`src/rtl/uart_pkt_pkg.sv`:
```
// rtl/uart_pkt_pkg.sv - shared types and constants for the UART packet parser
package uart_pkt_pkg;

   typedef enum logic [2:0] {
      ST_IDLE,
      ST_LEN,
      ST_PAYLOAD,
      ST_CSUM,
      ST_DROP
   } pkt_state_e;

   localparam logic [2:0] ERR_NONE    = 3'd0;
   localparam logic [2:0] ERR_CSUM    = 3'd1;
   localparam logic [2:0] ERR_LEN     = 3'd2;
   localparam logic [2:0] ERR_OVF     = 3'd3;
   localparam logic [2:0] ERR_TIMEOUT = 3'd4;
   localparam logic [2:0] ERR_BREAK   = 3'd5;

   localparam logic [7:0] SOF_DEFAULT = 8'h7E;

endpackage

```
`src/rtl/uart_pkt_fifo.sv`:
```
// rtl/uart_pkt_fifo.sv - 9-bit {last,data} FIFO with speculative write, commit and rollback
module uart_pkt_fifo #(
   parameter int DEPTH = 32
) (
   input  logic                   clk,
   input  logic                   resetn,
   input  logic                   wr_en,
   input  logic [8:0]             wr_din,
   input  logic                   commit,
   input  logic                   rollback,
   input  logic                   rd_en,
   output logic [$clog2(DEPTH):0] free,
   output logic                   rd_valid,
   output logic [8:0]             rd_dout
);
   localparam int AW = $clog2(DEPTH);
   localparam int PW = AW + 1;

   logic [8:0]    mem_q [DEPTH];
   logic [PW-1:0] rd_q;
   logic [PW-1:0] wr_commit_q;
   logic [PW-1:0] wr_spec_q;

   // Free space counts speculative bytes so a packet in flight reserves its room.
   assign free     = PW'(DEPTH) - (wr_spec_q - rd_q);
   assign rd_valid = (wr_commit_q != rd_q);
   assign rd_dout  = rd_valid ? mem_q[rd_q[AW-1:0]] : 9'h000;

   // Storage array; contents are deliberately left unreset.
   always_ff @(posedge clk) begin
      if (wr_en && !rollback) begin
         mem_q[wr_spec_q[AW-1:0]] <= wr_din;
      end
   end

   // Pointer update: rollback discards speculative data, commit publishes it.
   always_ff @(posedge clk or negedge resetn) begin
      if (!resetn) begin
         rd_q        <= '0;
         wr_commit_q <= '0;
         wr_spec_q   <= '0;
      end else begin
         if (rollback) begin
            wr_spec_q <= wr_commit_q;
         end else if (wr_en) begin
            wr_spec_q <= wr_spec_q + PW'(1);
         end
         if (commit) begin
            wr_commit_q <= wr_spec_q;
         end
         if (rd_en && rd_valid) begin
            rd_q <= rd_q + PW'(1);
         end
      end
   end

endmodule

```
`src/rtl/uart_rx_pkt_parser.sv`:
```
// rtl/uart_rx_pkt_parser.sv - SOF/LEN/payload/CSUM framer feeding a commit/rollback FIFO
module uart_rx_pkt_parser
   import uart_pkt_pkg::*;
#(
   parameter logic [7:0] SOF            = SOF_DEFAULT,
   parameter int         MAX_LEN        = 16,
   parameter int         FIFO_DEPTH     = 32,
   parameter int         TIMEOUT_CYCLES = 150000
) (
   input  logic       clk,
   input  logic       resetn,
   input  logic       rx_valid,
   input  logic [7:0] rx_data,
   input  logic       rx_break,
   output logic       m_valid,
   output logic [7:0] m_data,
   output logic       m_last,
   input  logic       m_ready,
   output logic       pkt_ok,
   output logic       pkt_err,
   output logic [2:0] err_code
);
   localparam int            PW        = $clog2(FIFO_DEPTH) + 1;
   localparam int            CW        = $clog2(MAX_LEN + 2);
   localparam int            TW        = $clog2(TIMEOUT_CYCLES + 1);
   localparam logic [TW-1:0] TMO_LAST  = TW'(TIMEOUT_CYCLES - 1);
   localparam logic [7:0]    MAX_LEN_B = 8'(MAX_LEN);

   pkt_state_e    state_q, state_d;
   logic [CW-1:0] cnt_q, cnt_d;
   logic [7:0]    sum_q, sum_d;
   logic [TW-1:0] tmo_q, tmo_d;
   logic          pkt_ok_q, pkt_ok_d;
   logic          pkt_err_q, pkt_err_d;
   logic [2:0]    err_code_q, err_code_d;

   logic          wr_en, commit, rollback;
   logic [8:0]    wr_din;
   logic [PW-1:0] free;
   logic          rd_valid;
   logic [8:0]    rd_dout;

   logic          byte_v;
   logic          busy;
   logic [7:0]    sum_add;

   // A break masks byte strobes in every state, including IDLE.
   assign byte_v  = rx_valid & ~rx_break;
   assign busy    = (state_q != ST_IDLE);
   assign sum_add = sum_q + rx_data;

   assign m_valid  = rd_valid;
   assign m_data   = rd_dout[7:0];
   assign m_last   = rd_dout[8];
   assign pkt_ok   = pkt_ok_q;
   assign pkt_err  = pkt_err_q;
   assign err_code = err_code_q;

   uart_pkt_fifo #(
      .DEPTH(FIFO_DEPTH)
   ) u_fifo (
      .clk      (clk),
      .resetn   (resetn),
      .wr_en    (wr_en),
      .wr_din   (wr_din),
      .commit   (commit),
      .rollback (rollback),
      .rd_en    (m_ready),
      .free     (free),
      .rd_valid (rd_valid),
      .rd_dout  (rd_dout)
   );

   // State, counters and registered status pulses.
   always_ff @(posedge clk or negedge resetn) begin
      if (!resetn) begin
         state_q    <= ST_IDLE;
         cnt_q      <= '0;
         sum_q      <= '0;
         tmo_q      <= '0;
         pkt_ok_q   <= 1'b0;
         pkt_err_q  <= 1'b0;
         err_code_q <= ERR_NONE;
      end else begin
         state_q    <= state_d;
         cnt_q      <= cnt_d;
         sum_q      <= sum_d;
         tmo_q      <= tmo_d;
         pkt_ok_q   <= pkt_ok_d;
         pkt_err_q  <= pkt_err_d;
         err_code_q <= err_code_d;
      end
   end

   // Next-state logic: break beats timeout, timeout beats byte handling.
   always_comb begin
      state_d    = state_q;
      cnt_d      = cnt_q;
      sum_d      = sum_q;
      tmo_d      = (busy && !byte_v) ? tmo_q + TW'(1) : '0;
      pkt_ok_d   = 1'b0;
      pkt_err_d  = 1'b0;
      err_code_d = err_code_q;
      wr_en      = 1'b0;
      wr_din     = {cnt_q == CW'(1), rx_data};
      commit     = 1'b0;
      rollback   = 1'b0;

      if (busy && rx_break) begin
         rollback   = 1'b1;
         pkt_err_d  = 1'b1;
         err_code_d = ERR_BREAK;
         state_d    = ST_IDLE;
         tmo_d      = '0;
      end else if (busy && tmo_q == TMO_LAST) begin
         rollback   = 1'b1;
         pkt_err_d  = 1'b1;
         err_code_d = ERR_TIMEOUT;
         state_d    = ST_IDLE;
         tmo_d      = '0;
      end else if (byte_v) begin
         case (state_q)
            ST_IDLE: begin
               if (rx_data == SOF) begin
                  state_d = ST_LEN;
               end
            end
            ST_LEN: begin
               if (rx_data == 8'h00 || rx_data > MAX_LEN_B) begin
                  pkt_err_d  = 1'b1;
                  err_code_d = ERR_LEN;
                  state_d    = ST_IDLE;
               end else if (16'(free) < 16'(rx_data)) begin
                  // Swallow the payload and the checksum byte.
                  pkt_err_d  = 1'b1;
                  err_code_d = ERR_OVF;
                  cnt_d      = CW'(rx_data) + CW'(1);
                  state_d    = ST_DROP;
               end else begin
                  cnt_d   = CW'(rx_data);
                  sum_d   = rx_data;
                  state_d = ST_PAYLOAD;
               end
            end
            ST_PAYLOAD: begin
               wr_en = 1'b1;
               sum_d = sum_add;
               cnt_d = cnt_q - CW'(1);
               if (cnt_q == CW'(1)) begin
                  state_d = ST_CSUM;
               end
            end
            ST_CSUM: begin
               if (sum_add == 8'h00) begin
                  commit   = 1'b1;
                  pkt_ok_d = 1'b1;
               end else begin
                  rollback   = 1'b1;
                  pkt_err_d  = 1'b1;
                  err_code_d = ERR_CSUM;
               end
               state_d = ST_IDLE;
            end
            ST_DROP: begin
               cnt_d = cnt_q - CW'(1);
               if (cnt_q == CW'(1)) begin
                  state_d = ST_IDLE;
               end
            end
            default: state_d = ST_IDLE;
         endcase
      end
   end

endmodule

```
`config.mk`:
```
export PLATFORM = sky130hd
export DESIGN_NAME = uart_rx_pkt_parser
export DESIGN_NICKNAME = d
export VERILOG_FILES = /design/src/rtl/uart_pkt_pkg.sv /design/src/rtl/uart_pkt_fifo.sv /design/src/rtl/uart_rx_pkt_parser.sv
export SDC_FILE = /design/constraint.sdc
export NUM_CORES = 1
export LEC_CHECK = 0
export ABC_AREA = 1
export CELL_PAD_IN_SITES_DETAIL_PLACEMENT = 1
export CELL_PAD_IN_SITES_GLOBAL_PLACEMENT = 1
export CORE_MARGIN = 5
export CORE_UTILIZATION = 40
export DETAILED_ROUTE_END_ITERATION = 10
export DONT_BUFFER_PORTS = 1
export PLACE_DENSITY_LB_ADDON = 0.2
export SETUP_SLACK_MARGIN = 0.5
export SYNTH_ARGS = -nofsm -noshare
export SYNTH_HDL_FRONTEND = slang
export SYNTH_SLANG_ARGS = --single-unit
```
`constraint.sdc`:
```
create_clock -name clk -period 3.6 [get_ports clk]
set_input_delay 0.18 -clock clk [delete_from_list [all_inputs] [get_ports clk]]
set_output_delay 0.18 -clock clk [all_outputs]
set_load 0.01 [all_outputs]
```
== Word level (Yosys, flattened, before mapping) ==
Memories as Yosys holds them, arrays and structs flattened.
Index checks and enable logic that the tools add are counted.

* Word-level logic and storage cells: 112
* Memories kept: 1
* Flip-flop bits (word level): 57
* Output and inout bits: 15
* Input bits: 13
* Bits in writable memories: 288

* Magnitude comparators: 2
* Equal/unequal tests: 15
* $add $sub $neg: 8
* Reduce and logical (&&, ||, !) cells: 22
* Mux-type cells: 50
* Bitwise gates (word level): 4

{| class="wikitable"
|+ Memories
! name !! words !! bits a word !! rd ports !! clocked after memory_dff !! wr ports !! RTL line !! source
|-
| u_fifo.mem_q || 32 || 9 || 1 || 0 || 1 || uart_pkt_fifo.sv:19 || <nowiki>logic [8:0] mem_q [DEPTH];</nowiki>
|}

{| class="wikitable"
|+ Operators by type and width
! kind !! number
|-
| 18-bit 2-to-1 mux || 3
|-
| 3-bit 2-to-1 mux || 14
|-
| 1-bit 2-to-1 mux || 21
|-
| 18-bit by 1-bit adder with 18-bit output (second input constant) || 1
|-
| 18-bit equality test (second input constant) || 1
|-
| 8-bit zero test || 2
|-
| 8-bit 2-to-1 mux || 2
|-
| 8-bit one-hot mux with 2 select lines || 1
|-
| 6-bit by 1-bit adder with 6-bit output (second input constant) || 2
|-
| 6-bit 2-to-1 mux || 2
|-
| 3-bit one-hot mux with 4 select lines || 1
|-
| 5-bit 2-to-1 mux || 2
|-
| 5-bit one-hot mux with 2 select lines || 1
|-
| 9-bit 2-to-1 mux || 1
|-
| 8-bit adder || 1
|-
| 8-bit by 7-bit equality test with 1-bit output (second input constant) || 1
|-
| 8-bit by 5-bit greater-than comparator with 1-bit output (second input constant) || 1
|-
| 6-bit by 8-bit less-than comparator with 1-bit output || 1
|-
| 4-bit by 3-bit != test with 1-bit output (second input constant) || 2
|-
| 4-bit != test (second input constant) || 2
|-
| 4-bit AND reduction || 2
|-
| 3-bit by 2-bit equality test with 1-bit output (second input constant) || 2
|-
| 6-bit != test || 1
|-
| 3-bit one-hot mux with 2 select lines || 1
|-
| other kinds (22) || 33
|}

== Depth between registers and ports, before layout ==
* Depth after elaboration: 11
* Gate-level depth with buffers: 24
* Depth with buffers taken out: 21

== By module ==
Synthesis repeated with hierarchy kept, for this count alone.

* Cell total of the unflattened synthesis: 1696
* Area total of the unflattened synthesis: 16288.1 um2

{| class="wikitable"
|+ Modules (own cells, without submodules)
! module !! area an instance (um2) !! times used !! cells each
|-
| uart_pkt_fifo || 13414.1 || 1 || 1303
|-
| uart_rx_pkt_parser || 2874.0 || 1 || 393
|}

== Worst setup path after synthesis ==
OpenSTA, ideal clock, no wires.

* Path type: flip-flop to flip-flop
* From: reg u_fifo.rd_q[0]
* To: reg sum_q[5]
* Required time: 3474 ps
* Arrival: 3190 ps
* Buffers on the path: 4
* Library setup time: 126 ps
* Setup slack: 284 ps
* Stages on the path, launching flop included: 21
* Cells stage by stage: dfrtp_1 -> buf_4 -> inv_2 -> buf_2 -> buf_2 -> ha_1 -> inv_1 -> ha_1 -> fa_1 -> nand2_1 -> nand2_1 -> a21oi_1 -> xnor2_1 -> ha_1 -> a21oi_1 -> or2_1 -> nand2_2 -> nand2_2 -> a21oi_4 -> buf_6 -> o21ai_0

* Word-level cells in the longest chain between the ends: 5

{| class="wikitable"
|+ Ends and longest elaborated chain
! what !! RTL line !! source
|-
| from (decl) || uart_pkt_fifo.sv:20 || <nowiki>logic [PW-1:0] rd_q;</nowiki>
|-
| from (signal assigned) || uart_pkt_fifo.sv:52 || <nowiki>rd_q <= rd_q + PW'(1);</nowiki>
|-
| 6-bit subtractor (2 in a row) || uart_pkt_fifo.sv:25 || <nowiki>assign free = PW'(DEPTH) - (wr_spec_q - rd_q);</nowiki>
|-
| 6-bit by 8-bit less-than comparator with 1-bit output || uart_rx_pkt_parser.sv:133 || <nowiki>end else if (16'(free) < 16'(rx_data)) begin</nowiki>
|-
| 2-bit != test (no source line) || - ||
|-
| 6-bit AND reduction (no source line) || - ||
|-
| to (signal assigned) || uart_rx_pkt_parser.sv:87 || <nowiki>sum_q <= sum_d;</nowiki>
|-
| to (decl) || uart_rx_pkt_parser.sv:31 || <nowiki>logic [7:0] sum_q, sum_d;</nowiki>
|}

No other way between the ends.
A chain may end at the register's enable or synchronous reset.

== Worst setup path after layout ==
* From: reg u_fifo.rd_q[0]
* To: out m_data[0]

* Word-level cells in the longest chain between the ends: 2
* Elaborated cells between the ends (all ways): 3

{| class="wikitable"
|+ Ends and longest elaborated chain
! what !! RTL line !! source
|-
| memory read 32 x 9 bit / 6-bit != test (equally long branches) || - ||
|-
| 9-bit 2-to-1 mux * || uart_pkt_fifo.sv:27 || <nowiki>assign rd_dout = rd_valid ? mem_q[rd_q[AW-1:0]] : 9'h000;</nowiki>
|-
| to (decl) || uart_rx_pkt_parser.sv:16 || <nowiki>output logic [7:0] m_data,</nowiki>
|}

Mark *: on every way between the ends. The rest lies on a longest branch, timed or not.

==> results.py <==
metrics = {
    "run_status": {
        "status": "completed",
    },
    "setup_path": {
        "cp.arrival_ns": 2.79,
        "r2r_cells": 18,
        "crit_path_start_kind": "flip-flop",
        "r2r_start": "u_fifo.rd_q[0]",
        "path_buf_inv": 1,
        "cp_top_family": "compound AO/OA/AOI/OAI gates",
        "timing.critical_path.slowest_stage_cell": "dfrtp_4",
        "cp-endpoint": "m_data[0]",
        "end_kind": "output pin",
        "required_ns": 3.42,
        "ff2ff_setup_slack_ns": 0.68,
        "rr_endpoint": "sum_q[3]",
        "worstSetupPathType": "flip-flop to output pin",
        "crit_top_cell": "o211ai_1",
        "crit_path_start": "u_fifo.rd_q[0]",
        "worst-path-stages": 7,
        "worstPathCellList": "buf_12 -> o21ai_0 -> o211ai_1 -> o211ai_1 -> nand4_1 -> nand2_1 -> nor2_1",
        "max_stage_delay_ns": 0.45,
        "cp_max_fo": 146,
    },
    "cells_and_area": {
        "post-route-util_pct": 47.1,
        "synthToLayoutAreaGrowth_pct": 16.6,
        "drive_gt1_share_pct": 13.1,
        "fin_cells": 2033,
        "num-fill-cells": 4198,
        "finalInstanceArea_um2": 18100,
        "final_nets": 1530,
    },
    "timing": {
        "final_max_slew_viol_count": 0,
        "rsz0062_at_grt": "no",
        "slew_headroom_pct": 43.1,
        "setup_tns_ns": 0,
        "fmax_mhz": 336,
        "fin_crit_sh_pct": 82.6,
        "finClkSkew_ns": 0.0148,
        "setup-violations-final": 0,
        "worstMarginPinSlew_ns": 0.853,
        "min_period_ns": 2.97,
        "hold_viol": 0,
    },
    "routing": {
        "wl_um": 44700,
        "drtIter0Drc": 740,
        "viasPerCell": 5.36,
        "first_pass_iters": 5,
        "drc": 0,
        "ant_nets": 0,
        "vias": 10889,
        "routedWlPerCell_um": 22.0,
    },
    "synth": {
        "ys.flop_type": "edfxtp_1",
        "ys_warn_count": 0,
        "synth_edf_count": 288,
        "netlist_area_um2": 15600,
        "synth_area_leaders": "edfxtp_1 56%, dfrtp_1 9.2%, nor2_1 6.5%, o21ai_0 5.3%, nand2_1 4.5%",
        "synth_top_area_share_pct": 55.6,
        "synth_seq_cells": 345,
        "yosys.area.top_type": "edfxtp_1",
        "async_flop_share_pct": 16.5,
        "synth_cells": 1433,
        "syn_nets": 1480,
        "yosysSeqAreaShare_pct": 64.8,
        "yosys.cell_types.count": 45,
        "syn_area_per_cell_um2": 10.9,
    },
    "job": {
        "cap_violations": 0,
    },
    "grt": {
        "grt_pass1_vias": 11316,
        "track_usage_pct": 20.3,
        "grt_pass1_wl_um": 68000,
        "grt_max_degree": 147,
        "globalRoute.totalOverflow": 0,
        "antenna_found_initial": 2,
    },
    "floorplanning": {
        "dieHeight_um": 207,
        "core_um2": 38600,
        "initial_utilization_pct": 40.3,
        "dieArea_um2": 42900,
        "dieWidth_um": 207,
        "ioPinCount": 28,
        "fp-row-count": 72,
    },
    "power": {
        "leakage_nw": 6.66,
        "powerDensity_nw_per_um2": 756,
        "max-vdd-ir-drop_mv": 0.497,
        "power.total_mw": 13.7,
    },
    "cts": {
        "cts-buffers-inserted": 40,
        "cts-root-buf": "clkbuf_16",
        "clk_pin_slew_ns": 0.06,
        "cts.sinks": 345,
        "h-tree-depth": 2,
        "cts_tree": "yes",
        "clockBufferDepth": 3,
        "clkLatencyLatePin_ns": 0.56,
    },
    "placement": {
        "dp_hpwl_um": 25900,
        "place_congestion": 0.796,
        "io_buffers": 0,
        "placed_cells": 1931,
        "placed_area_um2": 16300,
    },
    "min_path": {
        "whs_path_depth": 5,
        "min-delay-start": "rx_data[0]",
        "hp-class": "input pin to flip-flop",
    },
}
==> cell usage after synthesis, types with 20 or more instances <==
cell and count:
clkbuf_1 30, inv_1 72, dfrtp_1 57, nand2_1 185, o22ai_1 42, nand3_1 72, buf_2 27, ha_1 32
o211ai_1 20, edfxtp_1 288, o21ai_0 166, nor2_1 271
==> final cells by class <==
| cell class | count | area (um2) | share of cell area [%] |
|---|---|---|---|
| clock inverters | 12 | 205 | 1.13 |
| diodes | 1 | 2.50 | 0.0138 |
| clock buffers | 61 | 1180 | 6.51 |
| multi-input cells | 932 | 4880 | 26.9 |
| flip-flops and latches | 345 | 10100 | 55.6 |
| inverters | 89 | 337 | 1.86 |
| repair buffers | 75 | 806 | 4.44 |
| well taps | 518 | 648 | 3.57 |
==> worst min-delay path: cells and delay by family <==
kind	cells	cell delay (ns)
simple gates	4	0.29
compound gates	1	0.08
==> worst min path at each step <==
stage / to
3_5_place_dp: pkt_err
2_1_floorplan: cnt_q[0]
4_1_cts: cnt_q[3]
5_1_grt: state_q[0]
3_3_place_gp: err_code[0]
6_report: cnt_q[3]
==> power by group <==
part           leakage [nW]  switching [mW]  internal [mW]  total [mW]
Clock                 0.675            1.64           2.63        4.27
Combinational          2.65            3.27           1.54        4.81
Sequential             3.33           0.148           4.49        4.64
==> repair_timing <==
| item | CTS | global route |
|---|---|---|
| hold endpoints to repair | 330 | 0 |
| cloned | 0 | 1 |
| endpoints found under the setup margin | 23 | 24 |
| setup buffers | 2 | 5 |
| gates resized for setup | 10 | 12 |
| hold buffers | 20 | 0 |
| pin swaps | 1 | 8 |
==> flip-flops by register name, summed over array words and instances (netlist names) <==
signal              count
u_fifo.wr_spec_q        6
err_code                3
sum_q                   8
state_q                 3
cnt_q                   5
tmo_q                  18
u_fifo.wr_commit_q      6
pkt_err                 1
pkt_ok                  1
u_fifo.mem_q          288
u_fifo.rd_q             6
==> stage by stage <==
stage | worst slack (ns) | hold WS [ns]
CTS | 0.434 | 0.00223
global route | 0.491 | 0.0616
floorplan | 0.493 | -0.116
global placement | 0.401 | -0.113
detailed placement | 0.239 | -0.114
finish | 0.626 | 0.0321
==> cell families (layout without fill, tap and decap cells) <==
kind of cell / after synthesis / in the layout / synth area share, %
AO/OA/AOI/OAI: 278 / 278 / 10.2
XOR/XNOR: 29 / 29 / 1.68
other: 0 / 1 / 0
AND/OR/NAND/NOR: 591 / 591 / 16.3
adder cells (fa/ha/maj): 34 / 34 / 2.83
buffers and inverters: 156 / 237 / 4.22
flip-flops: 345 / 345 / 64.8
==> cells in the final DEF (no fill, tap or decap), types with 18 or more instances in the layout <==
master	count
o211ai_1	20
o21ai_0	163
nor2_1	271
dfrtp_1	52
o22ai_1	42
edfxtp_1	288
inv_1	69
inv_2	18
nand3_1	72
buf_4	47
ha_1	29
nand2_1	183
clkbuf_16	42
==> routing by layer <==
| metal | track usage, % | part of all wire [%] |
|---|---|---|
| met5 | 0 | 0.029 |
| met1 | 27.8 | 45 |
| met2 | 34.2 | 49 |
| met3 | 3.06 | 4.2 |
| met4 | 5.22 | 1.7 |
Power figures use the tool's default switching activity.
